`src/rtl/rst_seq.sv`:
```
// rst_seq: staggered multi-channel reset release followed by a bounded,
// pausable run window. Hard reset is i_rst (synchronous, active-low);
// i_soft_rst reruns the whole sequence from ASSERT.
module rst_seq #(
   parameter int NUM_CH      = 4,
   parameter int HOLD_CYCLES = 2,
   parameter int STAGGER     = 1,
   parameter int RUN_CYCLES  = 100,
   parameter int CNT_W       = 16
) (
   input  logic              i_clk,
   input  logic              i_rst,
   input  logic              i_soft_rst,
   input  logic              i_hold,
   output logic [NUM_CH-1:0] o_rst,
   output logic              o_running,
   output logic              o_done,
   output logic [CNT_W-1:0]  o_cycle
);

   typedef enum logic [1:0] {
      ST_ASSERT  = 2'd0,
      ST_RELEASE = 2'd1,
      ST_RUN     = 2'd2,
      ST_DONE    = 2'd3
   } state_t;

   localparam logic [CNT_W-1:0]  HOLD_C   = CNT_W'(HOLD_CYCLES);
   localparam logic [CNT_W-1:0]  STAG_C   = CNT_W'(STAGGER);
   localparam logic [CNT_W-1:0]  RUN_C    = CNT_W'(RUN_CYCLES);
   localparam logic [CNT_W-1:0]  ONE_C    = CNT_W'(1);
   localparam logic [CNT_W-1:0]  CNT_MAX  = '1;
   localparam logic [NUM_CH-1:0] ALL_REL  = '1;
   localparam logic [NUM_CH-1:0] CH0      = NUM_CH'(1);
   // With a single channel or no stagger every channel leaves reset together.
   localparam bit                INSTANT  = (NUM_CH == 1) || (STAGGER == 0);

   function automatic longint max3(input longint a, input longint b, input longint c);
      longint m;
      m = a;
      if (b > m) m = b;
      if (c > m) m = c;
      return m;
   endfunction

   localparam longint NEED   = max3(longint'(HOLD_CYCLES),
                                    longint'(NUM_CH - 1) * longint'(STAGGER),
                                    longint'(RUN_CYCLES));
   localparam bit     CNT_OK = (CNT_W >= 62) || ((longint'(1) << CNT_W) > NEED);

   // Reject parameter sets the counters cannot represent.
   generate
      if (NUM_CH < 1 || HOLD_CYCLES < 1 || STAGGER < 0 || RUN_CYCLES < 0 ||
          CNT_W < 1 || !CNT_OK) begin : g_param_err
         $fatal(1, "rst_seq: illegal parameter combination");
      end
   endgenerate

   state_t              state_q, state_d;
   logic [CNT_W-1:0]    hold_cnt_q, hold_cnt_d;
   logic [CNT_W-1:0]    stag_cnt_q, stag_cnt_d;
   logic [CNT_W-1:0]    cycle_q, cycle_d;
   logic [NUM_CH-1:0]   rst_q, rst_d;
   logic                running_q, running_d;
   logic                done_q, done_d;

   // Next-state and next-output logic; soft reset overrides every transition.
   always_comb begin
      state_d    = state_q;
      hold_cnt_d = hold_cnt_q;
      stag_cnt_d = stag_cnt_q;
      cycle_d    = cycle_q;
      rst_d      = rst_q;
      running_d  = running_q;
      done_d     = done_q;

      if (i_soft_rst) begin
         state_d    = ST_ASSERT;
         hold_cnt_d = '0;
         stag_cnt_d = '0;
         cycle_d    = '0;
         rst_d      = '0;
         running_d  = 1'b0;
         done_d     = 1'b0;
      end else begin
         case (state_q)
            ST_ASSERT: begin
               if ((hold_cnt_q + ONE_C) == HOLD_C) begin
                  hold_cnt_d = '0;
                  stag_cnt_d = '0;
                  if (INSTANT) begin
                     rst_d     = ALL_REL;
                     running_d = 1'b1;
                     state_d   = ST_RUN;
                  end else begin
                     rst_d     = CH0;
                     state_d   = ST_RELEASE;
                  end
               end else begin
                  hold_cnt_d = hold_cnt_q + ONE_C;
               end
            end
            ST_RELEASE: begin
               if ((stag_cnt_q + ONE_C) == STAG_C) begin
                  stag_cnt_d = '0;
                  // Release the next channel in index order.
                  rst_d      = (rst_q << 1) | CH0;
                  if (&rst_d) begin
                     running_d = 1'b1;
                     state_d   = ST_RUN;
                  end
               end else begin
                  stag_cnt_d = stag_cnt_q + ONE_C;
               end
            end
            ST_RUN: begin
               if (!i_hold) begin
                  if (RUN_CYCLES == 0) begin
                     // Unbounded window: saturate rather than wrap.
                     if (cycle_q != CNT_MAX) cycle_d = cycle_q + ONE_C;
                  end else begin
                     cycle_d = cycle_q + ONE_C;
                     if (cycle_d == RUN_C) begin
                        state_d   = ST_DONE;
                        done_d    = 1'b1;
                        running_d = 1'b0;
                     end
                  end
               end
            end
            ST_DONE: begin
               state_d = ST_DONE;
            end
            default: begin
               state_d = ST_ASSERT;
            end
         endcase
      end
   end

   // State and output registers with synchronous active-low hard reset.
   always_ff @(posedge i_clk) begin
      if (!i_rst) begin
         state_q    <= ST_ASSERT;
         hold_cnt_q <= '0;
         stag_cnt_q <= '0;
         cycle_q    <= '0;
         rst_q      <= '0;
         running_q  <= 1'b0;
         done_q     <= 1'b0;
      end else begin
         state_q    <= state_d;
         hold_cnt_q <= hold_cnt_d;
         stag_cnt_q <= stag_cnt_d;
         cycle_q    <= cycle_d;
         rst_q      <= rst_d;
         running_q  <= running_d;
         done_q     <= done_d;
      end
   end

   assign o_rst     = rst_q;
   assign o_running = running_q;
   assign o_done    = done_q;
   assign o_cycle   = cycle_q;

endmodule

```
`config.mk`:
```
export PLATFORM = sky130hd
export DESIGN_NAME = rst_seq
export DESIGN_NICKNAME = d
export VERILOG_FILES = /design/src/rtl/rst_seq.sv
export SDC_FILE = /design/constraint.sdc
export NUM_CORES = 1
export LEC_CHECK = 0
export CORE_MARGIN = 4
export CORE_UTILIZATION = 45
export DETAILED_ROUTE_END_ITERATION = 10
export MAX_ROUTING_LAYER = met4
export PLACE_DENSITY = 0.71
export SLEW_MARGIN = 40
export SYNTH_ARGS = -nofsm -noshare
export SYNTH_HDL_FRONTEND = slang
export SYNTH_SLANG_ARGS = --single-unit
```
`constraint.sdc`:
```
create_clock -name i_clk -period 5.4 [get_ports i_clk]
set_input_delay 0.81 -clock i_clk [delete_from_list [all_inputs] [get_ports i_clk]]
set_output_delay 0.81 -clock i_clk [all_outputs]
set_load 0.05 [all_outputs]
```
* Word level (Yosys, flattened, before mapping)
Cells that the tools add are included.
** Storage, ports and cells
- Logic and storage cells :: 52
- Register bits :: 56
- Output and inout port bits :: 22
- Input port bits :: 4
** Operators by class
- Bitwise operators :: 2
- Eq/ne operators :: 11
- Add/sub/neg operators :: 3
- Multiplexer cells :: 18
- Reduce and logical (&&, ||, !) cells :: 11
** Operators with widths (count)
- $add 16x1->16 const B :: 3
- $mux 16 :: 3
- $pmux 16 s2 :: 1
- $eq 16x1->1 const B :: 1
- $eq 16x2->1 const B :: 1
- $eq 16x7->1 const B :: 1
- $mux 2 :: 5
- $ne 2x2->1 const B :: 5
- $reduce_and 5->1 :: 2
- $reduce_and 3->1 :: 3
- $mux 4 :: 2
- $pmux 2 s4 :: 1
- $pmux 4 s2 :: 1
- $eq 2x2->1 const B :: 2
- $mux 1 :: 4
- $reduce_and 2->1 :: 2
- $reduce_bool 2->1 :: 2
- $eq 2x1->1 const B :: 1
- $logic_not 2->1 :: 1
- $not 1->1 :: 2
- $pmux 1 s2 :: 1
- $reduce_or 2->1 :: 1

* Longest topological paths before layout
Gate-level depths: netlist of run 1.
- Word-level depth :: 5
- Gate-level depth with buffers :: 9
- Gate-level depth less buffers :: 8

* Least setup slack after synthesis of run 1
Ideal clock, no wire load.
- Path kind :: reg2reg
- Start :: register cycle_q[0] (netlist: o_cycle[0])
- End :: register state_q[0]
- Setup slack :: 2959 ps
- Path buffers :: 1
- Library setup time :: 70 ps
- Arrival :: 2371 ps
- Data required time :: 5330 ps
- Stages on the path, launching flop included :: 9
- Period minus slack after synthesis :: 2441 ps
- Cells stage by stage :: dfxtp_1 > and4_1 > clkbuf_1 > nand2_1 > o22ai_1 > a31oi_1 > or3_1 > nor4b_1 > o2bb2ai_1
** On the way
- Cells in the longest elaborated chain, start to end :: 4
** RTL lines
- from (decl) :: line 62 : logic [CNT_W-1:0] cycle_q, cycle_d;
- from (signal assigned) :: line 155 : cycle_q <= cycle_d;
- $add 16x1->16 :: line 122 : cycle_d = cycle_q + ONE_C;
- $eq 16x7->1 :: line 123 : if (cycle_d == RUN_C) begin
- $ne 2x2->1 (no line)
- $reduce_and 5->1 (no line)
- to (signal assigned) :: line 152 : state_q <= state_d;
- to (decl) :: line 59 : state_t state_q, state_d;
Every way passes these cells.
A chain may end at the register's enable or synchronous reset.

* Worst setup path after layout of run 1
- Start :: register hold_cnt_q[1]
- End :: register rst_q[3] (netlist: o_rst[3])
** On the way
- Cells in the longest elaborated chain, start to end :: 4
** RTL lines
- from (decl) :: line 60 : logic [CNT_W-1:0] hold_cnt_q, hold_cnt_d;
- from (signal assigned) :: line 153 : hold_cnt_q <= hold_cnt_d;
- $add 16x1->16 :: line 88 : if ((hold_cnt_q + ONE_C) == HOLD_C) begin
- $eq 16x2->1 :: line 88
- $ne 2x2->1 (no line)
- $reduce_and 3->1 (no line)
- to (signal assigned) :: line 156 : rst_q <= rst_d;
- to (decl) :: line 63 : logic [NUM_CH-1:0] rst_q, rst_d;
Every way passes these cells.

==> summary.txt, run 1 <==
Yosys
  – Top cell type's share of synthesized area: 0.328
  – Synthesis Warnings: 0
  – Adder-cell share of the synthesized area: 0.0220
  – Number of synthesized register bits: 56
  – Top cells by area, synth: dfxtp_1, nand2_1, xor2_1, nand3_1, nor2_1
  – Synthesized cell area: 3420 µm²
  – Ys flop type: dfxtp_1
  – Post-synthesis mux area share: 0.0209
  – Simple logic cell fraction of the synthesized area: 0.329
  – Compound-Gate Fraction of Synth Area: 0.175
  – Synth area leader: dfxtp_1
  – Post-Synth XOR/XNOR Area: 0.0795
  – Synthesized instance count: 434
  – Number of synthesized flops with an enable pin: 0
  – Post-synth net total: 444
  – Post-synth ARST share: 0
  – Seq/Total Area, Yosys: 0.328
  – Post-Syn Area per Cell: 7.87 µm²
  – Largest family of logic cells by synthesized area: simple AND/OR/NAND/NOR gates
  – Netlist cell types: 64

Timing
  – Max Fclk: 338 MHz
  – Final setup viols: 0
  – Worst-Margin Slew: 0.694 ns
  – Fin crit share: 0.548
  – Hold WS: 0.503 ns
  – Worst slew margin relative to its limit: 0.533
  – Fin crit period: 2.96 ns
  – Final setup margin: 2.44 ns
  – Final Skew: 0.0180 ns
  – Setup Total Neg Slack: 0 ns
  – Final Hold Fails: 0
  – RSZ-0062 raised after global routing: no
  – Max-slew violations: 0

Route
  – Routed wire per std cell: 14.8 µm
  – Pre-antenna DRT Iters: 4
  – Via count: 3193
  – Iteration-0 DRC Markers: 147
  – Post-Route WL: 8030 µm
  – DR DRC count: 0
  – Vias per cell: 5.89
  – Post-DRT Antenna Nets: 0

Cells and area
  – ANT cells: 0
  – Multi-input gate area: 2150 µm²
  – Final nets: 452
  – Sequential Area: 1120 µm²
  – Filler Cell Count: 716
  – Area added between synthesis and finish: 10.8%
  – Share of cells above drive strength 1: 0.0587
  – Design Area, Final: 3790 µm²

Setup path
  – Crit-path slowest cell: nor4_1
  – Largest delay share family, worst path: simple AND/OR/NAND/NOR gates
  – Cell breakdown of the critical path: ha_1, nand3_2, nor3_2, a31oi_1, nor4_1, a211oi_4, or2_1, o2bb2ai_1
  – Critical Path Fanout Max: 14
  – Arr. time, crit path: 3.17 ns
  – Critical path's largest stage delay: 0.65 ns
  – Startpoint Class: register
  – Worst R2R Path Depth: 8
  – Worst EP required: 5.61 ns
  – Critical path class: reg -> reg
  – Endpoint type of the worst setup path: register
  – CP Depth: 8
  – Worst Path Buf+Inv: 0

Global routing
  – Grt ovf: 0
  – Initial antenna violation count: 0
  – Number of global-route vias before repair: 2859
  – Largest net degree at the start of global routing: 33
  – Global-route wire length before repair: 13800 µm
  – Gr usage total: 0.193

Clock tree
  – Root Driver: clkbuf_8
  – CTS Hold Buffers Added: 0
  – CTS tree: yes
  – # H-tree levels: 2
  – Clock Latency Late Sink: 0.32 ns
  – CTS Sinks: 56
  – Post-CTS setup buffers: 0
  – Post-CTS Resized: 0
  – CTS Buffer Depth: 2
  – CTS clk-pin slew, worst paths: 0.12 ns
  – CTS buffer count: 5

Place
  – HPWL after DPL: 5700 µm
  – Placed Area: 3690 µm²
  – Placer congestion estimate: 0.920
  – Pre-CTS setup slack: 2.50 ns
  – IO buf count: 25

Floorplanning
  – Initial core utilization: 0.466
  – Die Width: 95.1 µm
  – Die area: 9050 µm²
  – Num ports: 26
  – Die H: 95.1 µm
  – Row count: 31
  – Placeable Area: 7330 µm²

Worst hold path
  – HP Class: reg -> reg
  – Hold Crit Depth: 1

Pwr
  – PwrDens: 184 nW/µm²
  – Net Sw Power: 176 µW
  – Leak pwr: 1.26 nW
  – Clk network pwr share: 0.351
  – Net Sw Frac: 0.252
  – Reg power frac: 0.601
  – Internal Pwr Total: 520 µW
  – Logic pwr share: 0.048
  – IR drop worst, VDD: 122 µV

Run status
  – Status: completed

Job
  – Reported max-cap violation count: 0
power groups by stage:
stage / Sequential (mW) / Clock, mW / Combinational (mW)
after floorplan: 0.428 / 0 / 0.0205
after global placement: 0.427 / 0 / 0.0320
after detailed placement: 0.427 / 0 / 0.0337
after CTS: 0.418 / 0.255 / 0.0338
after global routing: 0.418 / 0.271 / 0.0369
final: 0.418 / 0.244 / 0.0337
cell families after synthesis:
| group | count (synthesis) |
|---|---|
| AND/OR/NAND/NOR | 218 |
| AO/OA/AOI/OAI | 82 |
| flip-flops | 56 |
| buffers and inverters | 34 |
| XOR/XNOR | 31 |
| multiplexers | 7 |
| adder cells (fa/ha/maj) | 6 |
placed cells by master (no fill, tap or decap), types with 11 or more instances in the layout:
cell type        netlist  layout
and3_1                12      12
clkdlybuf4s50_1        0      25
nand4_1               16      16
nand2_1               62      62
nor3_1                11      11
nor2_1                39      39
nand3_1               31      31
xor2_1                23      23
a21oi_1               15      15
or3_1                 11      11
o21ai_0               16      16
dfxtp_1               56      56
Yosys cell counts (all sizes together) (4+ instances only):
| cell type | instances |
|---|---|
| a31oi | 8 |
| a21oi | 16 |
| nor3 | 12 |
| o21ai | 17 |
| and3 | 12 |
| nor2 | 39 |
| nand3 | 33 |
| mux2i | 6 |
| dfxtp | 56 |
| nand2 | 62 |
| buf | 12 |
| clkbuf | 15 |
| xnor2 | 8 |
| nand4 | 18 |
| xor2 | 23 |
| or3 | 11 |
| ha | 6 |
| or2 | 4 |
| o2bb2ai | 4 |
| and4 | 5 |
| inv | 7 |
| nor4 | 7 |
routing by layer:
metal	wire length (µm)	up-vias	GRT usage
li1	-	1601	-
met1	3920	1510	0.264
met2	3680	70	0.289
met3	305	12	0.0324
met4	131	0	0.0613
met5	0	-	-
per-stage QoR:
step / total power [mW] / utilization / std cells
finish: 0.696 / 0.516 / 542
global route: 0.726 / 0.516 / 542
CTS: 0.706 / 0.516 / 542
detailed placement: 0.461 / 0.503 / 534
global placement: 0.459 / 0.502 / 534
floorplan: 0.448 / - / 434
final timing paths:
kind                 startpoint  endpoint  slack, ns
setup / recovery  hold_cnt_q[1]  o_rst[3]       2.44
hold / removal           o_done    o_done       0.50
setup reg to reg  hold_cnt_q[1]  o_rst[3]       2.44
hold reg to reg          o_done    o_done       0.50
sequential cells by signal (all words and copies together), names as in the netlist:
register	count
hold_cnt_q	16
o_cycle	16
stag_cnt_q	16
o_rst	4
state_q	2
o_done	1
o_running	1
final cells by class:
cell class / count / area share
Multi-Input combinational cell: 344 / 0.567
Inverter: 7 / 0.00694
Tap cell: 99 / 0.0327
Sequential cell: 56 / 0.296
Clock buffer: 5 / 0.0182
Timing Repair Buffer: 28 / 0.0720
Clock inverter: 3 / 0.00694
worst reg2reg max path, cell delays in order (launching register included):
cell and delay [ns]:
dfxtp_1 0.50, ha_1 0.31, nand3_2 0.20, nor3_2 0.29, a31oi_1 0.15, nor4_1 0.65
a211oi_4 0.28, or2_1 0.34, o2bb2ai_1 0.14
Note: power is estimated with default switching activity, not from simulation.
==> inputs of run 2 (changes only) <==
Clock period 5.4 ns to 2.9 ns, I/O delays scaled along.
==> run 2 against run 1 <==
  * Via count is 0.69% lower
  * Sequential cell count stayed put
  * Routed wire length is 1.0% higher
  * Clock power is 78% higher
  * Largest power group unchanged
==> summary.txt, run 2 (synthesis gave the netlist of run 1 again) <==
Timing
  – Fin crit share: 0.945 (+0.398)
  – Final setup viols: 0 (unchanged)
  – Setup Total Neg Slack: 0 ns (unchanged)
  – Max-slew violations: 0 (unchanged)
  – Final setup margin: 0.159 ns (-2.28 ns)
  – Final Hold Fails: 0 (unchanged)
  – Fin crit period: 2.74 ns (-0.217 ns)
  – Max Fclk: 365 MHz (+7.9%)
  – RSZ-0062 raised after global routing: yes
  – Final Skew: 0.0122 ns (-0.00585 ns)
  – Worst slew margin relative to its limit: 0.596 (+0.0629)
  – Worst-Margin Slew: 0.604 ns (-0.0902 ns)

Pwr
  – Leak pwr: 1.36 nW (+7.5%)
  – IR drop worst, VDD: 290 µV (+140%)
  – Net Sw Power: 312 µW (+78%)
  – Clk network pwr share: 0.338 (-0.013)
  – Internal Pwr Total: 975 µW (+87%)
  – PwrDens: 328 nW/µm² (+79%)
  – Net Sw Frac: 0.243 (-0.00971)
  – Reg power frac: 0.605 (+0.004)
  – Logic pwr share: 0.057 (+0.009)
  – Pwr Total: 1.29 mW (+85%)

Place
  – Placed insts: 544 (+1.9%)
  – Placer congestion estimate: 0.900 (-2.2%)
  – IO buf count: 25 (unchanged)
  – Pre-CTS setup slack: 0.0592 ns (-2.44 ns)
  – HPWL after DPL: 5700 µm (about the same)

Floorplanning
  – Die H: 95.1 µm (unchanged)
  – Num ports: 26 (unchanged)
  – Die area: 9050 µm² (unchanged)
  – Placeable Area: 7330 µm² (unchanged)
  – Initial core utilization: 0.466 (unchanged)
  – Die Width: 95.1 µm (unchanged)
  – Row count: 31 (unchanged)

Route
  – Vias per cell: 5.73 (-2.7%)
  – DR DRC count: 0 (unchanged)
  – Post-Route WL: 8110 µm (+1.0%)
  – Iteration-0 DRC Markers: 206 (+40%)
  – Pre-antenna DRT Iters: 4 (unchanged)
  – Routed wire per std cell: 14.7 µm (-0.96%)
  – Via count: 3171 (-0.69%)
  – Post-DRT Antenna Nets: 0 (unchanged)

Setup path
  – Arr. time, crit path: 2.93 ns (-0.24 ns)
  – Critical path class: reg -> reg
  – Endpoint type of the worst setup path: register
  – Critical Path Fanout Max: 9 (-5)
  – Startpoint Class: register
  – Worst EP required: 3.09 ns (-2.52 ns)
  – Worst R2R Path Depth: 8 (unchanged)

Worst hold path
  – HP Class: reg -> reg
  – Hold Crit Depth: 1 (unchanged)

Clock tree
  – CTS Buffer Depth: 2 (unchanged)
  – CTS Hold Buffers Added: 0 (unchanged)
  – # H-tree levels: 2 (unchanged)
  – Root Driver: clkbuf_8
  – Clock Latency Late Sink: 0.31 ns (about the same)
  – CTS Sinks: 56 (unchanged)
  – CTS buffer count: 5 (unchanged)
  – CTS tree: yes
  – CTS clk-pin slew, worst paths: 0.11 ns (about the same)

Cells and area
  – Area added between synthesis and finish: 14.7%
  – Non-Filler Instances: 553 (+2.0%)
  – Sequential Area: 1120 µm² (+0.22%)
  – Filler Cell Count: 710 (-0.84%)
  – ANT cells: 0 (unchanged)
  – Commonest cells after routing, fill and taps aside: nand2_1, dfxtp_1, nor2_1
  – Final nets: 463 (+2.4%)
  – Multi-input gate area: 2190 µm² (+1.8%)
  – Share of cells above drive strength 1: 0.0947 (+0.0360)
  – Most common cell after layout, fill and taps aside: nand2_1

Global routing
  – Global-route wire length before repair: 13600 µm (-1.3%)
  – Grt ovf: 0 (unchanged)
  – Number of global-route vias before repair: 2828 (-1.1%)
  – Gr usage total: 0.191 (-0.00115)
  – Initial antenna violation count: 0 (unchanged)
  – Largest net degree at the start of global routing: 23 (-30%)

Run status
  – Status: completed

Job
  – Reported max-cap violation count: 0 (unchanged)
-- run 2: changes by cell type in the layout (fill, tap and decap cells not counted), sizes merged --
cell | before | now
buf | 3 | 14
clkinv | 0 | 2
clkinvlp | 2 | 0
-- run 2: what timing repair did --
item / CTS / global route
buffers inserted: 0 / 1
endpoints found under the setup margin: 0 / 20
endpoints found under the hold margin: 0 / 0
gates resized for setup: 0 / 8
-- run 2: final cells by class --
| class | count | share of cell area |
|---|---|---|
| multi-input cells | 344 | 0.558 |
| flip-flops and latches | 56 | 0.287 |
| repair buffers | 39 | 0.0939 |
| well taps | 99 | 0.0316 |
| clock buffers | 5 | 0.0176 |
| inverters | 7 | 0.00670 |
| clock inverters | 3 | 0.00575 |
-- run 2: final timing paths --
check | slack, ns | endpoint | from
worst max register to register | 0.16 | stag_cnt_q[14] | stag_cnt_q[0]
worst min register to register | 0.47 | o_done | o_done
worst max-delay path | 0.16 | stag_cnt_q[14] | stag_cnt_q[0]
worst min-delay path | 0.47 | o_done | o_done
-- run 2: metal layers --
layer  vias up  wire length, µm  GRT usage
li1       1622                -          -
met2        71             3630      0.283
met3         6              343     0.0403
met1      1472             4050      0.268
met4         0               85     0.0433
met5         -                0          -
-- run 2: power by group through the flow --
stage,Clock (mW),Sequential [mW],Combinational [mW]
after global placement,0,0.795,0.0662
after global routing,0.491,0.779,0.0809
after CTS,0.456,0.778,0.0691
final,0.435,0.778,0.0737
after detailed placement,0,0.795,0.0685
after floorplan,0,0.796,0.0381
-- run 2: through the flow --
stage / utilization / cell area (µm²) / hold slack, ns
CTS: 0.526 / 3860 / 0.483
detailed placement: 0.514 / 3770 / 0.459
global placement: 0.513 / 3760 / 0.451
floorplan: - / 3420 / 0.478
finish: 0.535 / 3920 / 0.474
global route: 0.535 / 3920 / 0.488
-- run 2: worst max-delay path, cell delays in order (launching register included) --
cell	delay, ns
dfxtp_1	0.48
ha_1	0.34
nand3_2	0.23
xor2_1	0.19
a41oi_1	0.17
a2111oi_4	0.56
nand2_1	0.27
nand2_1	0.25
o21ai_0	0.11
